===== config.mk =====
export PLATFORM = sky130hd
export DESIGN_NAME = mem_access_arbiter
export DESIGN_NICKNAME = d
export VERILOG_FILES = /design/src/rtl/mem_arb_pkg.sv /design/src/rtl/mem_access_arbiter_rr_arb2.sv /design/src/rtl/mem_access_arbiter.sv
export SDC_FILE = /design/constraint.sdc
export NUM_CORES = 1
export LEC_CHECK = 0
export BUFFER_PORTS_ARGS = -buffer_cell sky130_fd_sc_hd__buf_4
export CAP_MARGIN = 20
export CORE_AREA = 4 4 152 154
export CTS_BUF_LIST = sky130_fd_sc_hd__clkbuf_8
export CTS_CLUSTER_SIZE = 8
export DETAILED_ROUTE_END_ITERATION = 10
export DIE_AREA = 0 0 156 158
export PLACE_DENSITY_LB_ADDON = 0.05
export SYNTH_ARGS = -nofsm -noshare
export SYNTH_HDL_FRONTEND = slang
export SYNTH_SLANG_ARGS = --single-unit

===== constraint.sdc =====
create_clock -name clk -period 4.5 [get_ports clk]
set_clock_uncertainty 0.05 [all_clocks]
set_input_delay 0.9 -clock clk [delete_from_list [all_inputs] [get_ports clk]]
set_output_delay 0.9 -clock clk [all_outputs]
set_load 0.02 [all_outputs]

===== src/rtl/mem_arb_pkg.sv =====
// Shared constants for the data-memory access arbiter.
// Holds the FSM state encoding, requester IDs and default widths.
package mem_arb_pkg;

  localparam int DW_DEF = 32;
  localparam int AW_DEF = 3;

  localparam logic REQ0 = 1'b0;
  localparam logic REQ1 = 1'b1;

  typedef logic [1:0] state_t;

  localparam state_t IDLE  = 2'd0;
  localparam state_t ISSUE = 2'd1;
  localparam state_t WAIT  = 2'd2;
  localparam state_t RESP  = 2'd3;

endpackage


===== src/rtl/mem_access_arbiter_rr_arb2.sv =====
// Two-way round-robin pick. On a tie the requester that did not win last
// time (not lp) takes the grant; the parent owns and updates lp.
module rr_arb2
  import mem_arb_pkg::*;
(
  input  logic [1:0] req,
  input  logic       lp,
  output logic [1:0] win,
  output logic       win_id
);

  always_comb begin
    // NOTE: every output gets a default first so no path leaves a latch.
    win    = 2'b00;
    win_id = REQ0;
    if (req == 2'b11) begin
      win_id = ~lp;
    end else if (req[1]) begin
      win_id = REQ1;
    end
    if (req != 2'b00) begin
      win = 2'b01 << win_id;
    end
  end

endmodule


===== src/rtl/mem_access_arbiter.sv =====
// Shares one single-port data memory between two requesters: picks a winner,
// issues one write or read at op1+op2 and returns read data to the owner.
module mem_access_arbiter
  import mem_arb_pkg::*;
#(
  parameter int DW     = DW_DEF,
  parameter int AW     = AW_DEF,
  parameter int RD_LAT = 1
) (
  input  logic          clk,
  input  logic          rst_n,
  input  logic          r0_req,
  input  logic          r0_we,
  input  logic [DW-1:0] r0_op1,
  input  logic [DW-1:0] r0_op2,
  input  logic [DW-1:0] r0_wdata,
  output logic          r0_gnt,
  output logic          r0_rvalid,
  output logic [DW-1:0] r0_rdata,
  input  logic          r1_req,
  input  logic          r1_we,
  input  logic [DW-1:0] r1_op1,
  input  logic [DW-1:0] r1_op2,
  input  logic [DW-1:0] r1_wdata,
  output logic          r1_gnt,
  output logic          r1_rvalid,
  output logic [DW-1:0] r1_rdata,
  output logic          mem_wr_en,
  output logic          mem_rd_en,
  output logic [AW-1:0] mem_add,
  output logic [DW-1:0] mem_data,
  input  logic [DW-1:0] mem_rd_data,
  output logic          busy
);

  state_t        state;
  logic          lp;
  logic          owner;
  logic          we_q;
  logic [2:0]    cnt;

  logic [1:0]    win;
  logic          win_id;
  logic [DW-1:0] sum0;
  logic [DW-1:0] sum1;
  logic          sel_we;
  logic [DW-1:0] sel_wdata;
  logic [AW-1:0] sel_addr;
  logic          rd_done;
  logic          unused_sum_hi;

  rr_arb2 u_rr_arb2 (
    .req    ({r1_req, r0_req}),
    .lp     (lp),
    .win    (win),
    .win_id (win_id)
  );

  // Full-width add; only the low AW bits address the memory, so wrap is free.
  assign sum0          = r0_op1 + r0_op2;
  assign sum1          = r1_op1 + r1_op2;
  assign unused_sum_hi = ^{sum0[DW-1:AW], sum1[DW-1:AW]};

  assign sel_we    = (win_id == REQ1) ? r1_we    : r0_we;
  assign sel_wdata = (win_id == REQ1) ? r1_wdata : r0_wdata;
  assign sel_addr  = (win_id == REQ1) ? sum1[AW-1:0] : sum0[AW-1:0];

  // The edge that samples mem_rd_data lands RD_LAT cycles after ISSUE entry.
  assign rd_done = ((state == ISSUE) && !we_q && (RD_LAT == 1)) ||
                   ((state == WAIT) && (cnt == 3'd1));

  always_ff @(posedge clk) begin
    // NOTE: sequential state uses non-blocking assignments so every register
    // sees the pre-edge values of its neighbours.
    if (!rst_n) begin
      state     <= IDLE;
      lp        <= REQ1;
      owner     <= REQ0;
      we_q      <= 1'b0;
      cnt       <= 3'd0;
      r0_gnt    <= 1'b0;
      r1_gnt    <= 1'b0;
      r0_rvalid <= 1'b0;
      r1_rvalid <= 1'b0;
      r0_rdata  <= '0;
      r1_rdata  <= '0;
      mem_wr_en <= 1'b0;
      mem_rd_en <= 1'b0;
      mem_add   <= '0;
      mem_data  <= '0;
      busy      <= 1'b0;
    end else begin
      r0_gnt    <= 1'b0;
      r1_gnt    <= 1'b0;
      r0_rvalid <= 1'b0;
      r1_rvalid <= 1'b0;
      mem_wr_en <= 1'b0;
      mem_rd_en <= 1'b0;

      if (rd_done) begin
        state   <= RESP;
        mem_add <= '0;
        if (owner == REQ0) begin
          r0_rvalid <= 1'b1;
          r0_rdata  <= mem_rd_data;
        end else begin
          r1_rvalid <= 1'b1;
          r1_rdata  <= mem_rd_data;
        end
      end else begin
        case (state)
          IDLE: begin
            if (win != 2'b00) begin
              state   <= ISSUE;
              busy    <= 1'b1;
              owner   <= win_id;
              lp      <= win_id;
              we_q    <= sel_we;
              r0_gnt  <= win[0];
              r1_gnt  <= win[1];
              mem_add <= sel_addr;
              if (sel_we) begin
                mem_wr_en <= 1'b1;
                mem_data  <= sel_wdata;
              end else begin
                mem_rd_en <= 1'b1;
              end
            end
          end
          ISSUE: begin
            if (we_q) begin
              state    <= IDLE;
              busy     <= 1'b0;
              mem_add  <= '0;
              mem_data <= '0;
            end else begin
              state <= WAIT;
              cnt   <= 3'(RD_LAT - 1);
            end
          end
          WAIT: cnt <= cnt - 3'd1;
          RESP: begin
            state <= IDLE;
            busy  <= 1'b0;
          end
          default: state <= IDLE;
        endcase
      end
    end
  end

endmodule


==> metrics.txt <==
# TYPE chip_impl_metric gauge
chip_impl_info{name="run_status",value="completed"} 1
chip_impl_metric{name="grt_max_degree",unit=""} 69
chip_impl_info{name="worst_setup_path_end_kind",value="register"} 1
chip_impl_metric{name="worstPathRequired",unit="ns"} 4.80
chip_impl_metric{name="syn_area_per_cell",unit="um2"} 8.89
chip_impl_metric{name="worst-slew-pin-transition",unit="ns"} 1.01
chip_impl_metric{name="synth_cell_type_count",unit=""} 35
chip_impl_metric{name="worstSkewPairLatency",unit="ns"} 0.42
chip_impl_metric{name="postRouteAntennaNets",unit=""} 0
chip_impl_info{name="type_of_the_setup_path_with_the_least_slack",value="reg2reg"} 1
chip_impl_metric{name="postCtsSetupRepairBufs",unit=""} 0
chip_impl_metric{name="final_layout_size_suffix_gt1_share",unit="%"} 38.0
chip_impl_metric{name="syn2layout_area_growth",unit="%"} 45.7
chip_impl_metric{name="final.setup.tns",unit="ns"} 0
chip_impl_metric{name="drt_iter0_markers",unit=""} 109
chip_impl_metric{name="io_buffer_count",unit=""} 219
chip_impl_metric{name="route.detailed.drc",unit=""} 0
chip_impl_metric{name="ys_seq_area_share",unit="%"} 45.9
chip_impl_metric{name="timing.critical_path.arrival",unit="ns"} 2.82
chip_impl_metric{name="die_w",unit="um"} 156
chip_impl_metric{name="fillCellCount",unit=""} 2303
chip_impl_metric{name="cts_max_path_buffers",unit=""} 2
chip_impl_metric{name="num_rows",unit=""} 54
chip_impl_metric{name="cts-buffers-inserted",unit=""} 17
chip_impl_info{name="mostFrequentLayoutCells",value="225 x buf_4, 201 x nand2_1, 114 x dfxtp_1"} 1
chip_impl_metric{name="max_cap_viol_count",unit=""} 0
chip_impl_metric{name="die_area",unit="um2"} 24600
chip_impl_metric{name="hold_buffer_count_at_cts",unit=""} 0
chip_impl_metric{name="share_seq_of_total_power",unit="%"} 35.2
chip_impl_metric{name="power_dissipated_by_switching_net_loads",unit="uW"} 1510
chip_impl_metric{name="core_area",unit="um2"} 21700
chip_impl_metric{name="finalSetupViolations",unit=""} 0
chip_impl_metric{name="layout_worst_path_cycle_share",unit="%"} 56.0
chip_impl_metric{name="hold_violations",unit=""} 0
chip_impl_metric{name="area.sequential",unit="um2"} 2280
chip_impl_metric{name="synthesis.instances",unit=""} 559
chip_impl_metric{name="timing.final.max_slew_violations",unit=""} 0
chip_impl_metric{name="mappedNetlistArea",unit="um2"} 4970
chip_impl_metric{name="dpl_worst_slack",unit="ns"} 1.56
chip_impl_metric{name="antennaDiodeCount",unit=""} 0
chip_impl_metric{name="die_y",unit="um"} 158
chip_impl_metric{name="max_slew_margin",unit="%"} 32.6
chip_impl_metric{name="detailed_place_hpwl",unit="mm"} 10.8
chip_impl_metric{name="wirelength",unit="mm"} 15.2
chip_impl_metric{name="p_sw_share",unit="%"} 38.4
chip_impl_metric{name="gpl.final_weighted_congestion",unit=""} 0.705
chip_impl_info{name="root_buffer",value="clkbuf_8"} 1
chip_impl_metric{name="first_pass_grt_wire_length",unit="mm"} 23.7
chip_impl_metric{name="vias_per_cell",unit=""} 4.19
chip_impl_metric{name="min_period",unit="ns"} 2.52
chip_impl_metric{name="ys_warn_count",unit=""} 0
chip_impl_metric{name="grtUsageTotal",unit="%"} 12.3
chip_impl_info{name="layout_commonest_cell",value="buf_4"} 1
chip_impl_metric{name="cell_internal_pwr",unit="uW"} 2420
chip_impl_metric{name="antenna_violations_before_repair",unit=""} 0
chip_impl_metric{name="area_of_the_multi_input_gates",unit="um2"} 2510
chip_impl_metric{name="post_dp_cell_area",unit="um2"} 6880
chip_impl_metric{name="numClockSinks",unit=""} 114
chip_impl_metric{name="combinationalPowerShare",unit="%"} 42.1
chip_impl_metric{name="p_leak",unit="uW"} 0.00323
chip_impl_metric{name="timing.fmax",unit="MHz"} 397
chip_impl_metric{name="initial_core_utilization",unit="%"} 22.9
chip_impl_metric{name="grt-ovfl-total",unit=""} 0
chip_impl_info{name="rsz0062_at_grt",value="no"} 1
chip_impl_metric{name="num_io_pins",unit=""} 336
chip_impl_metric{name="post-route-cell-area",unit="um2"} 7240
chip_impl_metric{name="worst_setup_slack_final",unit="ns"} 1.98
chip_impl_info{name="tritoncts",value="yes"} 1
chip_impl_metric{name="nNetsFinal",unit=""} 1006
chip_impl_metric{name="vias",unit=""} 4436
chip_impl_metric{name="cp_max_fo",unit=""} 32
chip_impl_metric{name="vdd.ir_drop.worst",unit="V"} 0.000310
chip_impl_metric{name="synth_net_count",unit=""} 799
chip_impl_metric{name="yosys_register_bits",unit=""} 114
chip_impl_metric{name="wire_per_inst",unit="um"} 14.4
chip_impl_metric{name="cts_repair_resize_count",unit=""} 0
chip_impl_metric{name="clock_power_share",unit="%"} 22.7
chip_impl_metric{name="ctsHtreeMaxLevel",unit=""} 4
chip_impl_metric{name="detailedRoute.firstPassIterationCount",unit=""} 4
chip_impl_metric{name="clkTransAtPathRegs",unit="ns"} 0.07
chip_impl_metric{name="pwr_density_cell",unit="nW/um2"} 544
chip_impl_metric{name="first_global_vias",unit=""} 4649
chip_impl_info{name="worst_setup_path_start_kind",value="register"} 1
chip_impl_info{name="hold_path_class",value="reg2reg"} 1
## power groups by stage
stage                     Clock [uW]  Sequential, uW  Combinational [uW]
after floorplan                    0            1650                 801
after global placement             0            1400                1690
after detailed placement           0            1410                1700
after CTS                        936            1390                1710
after global routing             975            1420                1820
final                            893            1390                1660
## per-stage QoR
step	std cells	util [%]	hold slack (ns)	power (uW)
3_3_place_gp	1027	31.7	0.393	3090
4_1_cts	1058	33.4	0.408	4030
5_1_grt	1058	33.4	0.424	4220
6_report	1058	33.4	0.406	3940
2_1_floorplan	559	-	0.422	2450
3_5_place_dp	1027	31.7	0.398	3110
## critical path: stages, from the launching register on
cell and delay (ns):
dfxtp_1 0.34, inv_1 0.09, ha_1 0.39, nor2b_1 0.48, a2111o_2 0.79, mux2i_1 0.27
## state kept, by name, indices dropped and copies added, names as in the netlist, 2 cells and up
signal and cells:
mem_add 3, cnt 3, r1_rdata 32, r0_rdata 32, state 2, mem_data 32
## area by class of cell
| cell class | count | area share [%] |
|---|---|---|
| Clock buffer | 20 | 3.80 |
| Tap cell | 280 | 4.84 |
| Multi-Input combinational cell | 396 | 34.7 |
| Sequential cell | 114 | 31.5 |
| Timing Repair Buffer | 225 | 23.3 |
| Inverter | 12 | 0.622 |
| Clock inverter | 11 | 1.23 |
## logic make-up after synthesis
kind of cell               Yosys count  share of synthesized area [%]
and+or+nand+nor                    227                           18.3
DFF                                114                           45.9
AOI/OAI and AO/OA                   83                           12.4
muxes                               71                           15.1
buffers and inverters               49                           4.25
adders and majority gates           10                           2.82
xor gates and xnor gates             5                           1.18
## path summary, 6_finish.rpt
| check | slack [ns] | cells past startpoint | startpoint | end |
|---|---|---|---|---|
| setup reg to reg | 1.98 | 5 | state[1] | mem_data[22] |
| setup / recovery | 1.98 | 5 | state[1] | mem_data[22] |
| hold / removal | 0.41 | 2 | r0_rdata[20] | r0_rdata[20] |
| hold reg to reg | 0.41 | 2 | r0_rdata[20] | r0_rdata[20] |
## per-layer routing
layer / global-route usage [%] / routed length [um] / part of all wire, %
met1: 14.6 / 6670 / 44
met2: 19.8 / 6840 / 45
met4: 4.50 / 189 / 1.2
met5: 0 / 0 / 0
met3: 5.36 / 1510 / 9.9
## Yosys cell counts
library cell / number / area, um2
nand2_1: 201 / 754
dfxtp_1: 114 / 2280
a21boi_0: 57 / 428
mux2i_1: 38 / 380
mux2_2: 33 / 372
clkbuf_1: 28 / 105
inv_1: 12 / 45.0
a21boi_1: 9 / 67.6
ha_1: 8 / 100
nor2_1: 8 / 30.0
and2_1: 5 / 31.3
nor2b_1: 5 / 31.3
buf_2: 4 / 20.0
a21oi_1: 3 / 15.0
buf_6: 3 / 33.8
o21ai_0: 3 / 15.0
a22oi_1: 2 / 15.0
buf_1: 2 / 7.51
fa_1: 2 / 40.0
nor3b_1: 2 / 15.0
o211a_1: 2 / 20.0
o211ai_1: 2 / 15.0
o21ai_1: 2 / 10.0
xnor2_1: 2 / 17.5
xor2_1: 2 / 17.5
a2111o_1: 1 / 11.3
a21boi_2: 1 / 11.3
and3b_1: 1 / 8.76
nand2b_1: 1 / 6.26
nand3b_1: 1 / 7.51
nor3_1: 1 / 5.00
nor4bb_1: 1 / 10.0
o2111ai_1: 1 / 8.76
or3b_2: 1 / 8.76
xor3_1: 1 / 23.8
No activity file was read; power rests on OpenSTA's default activity.
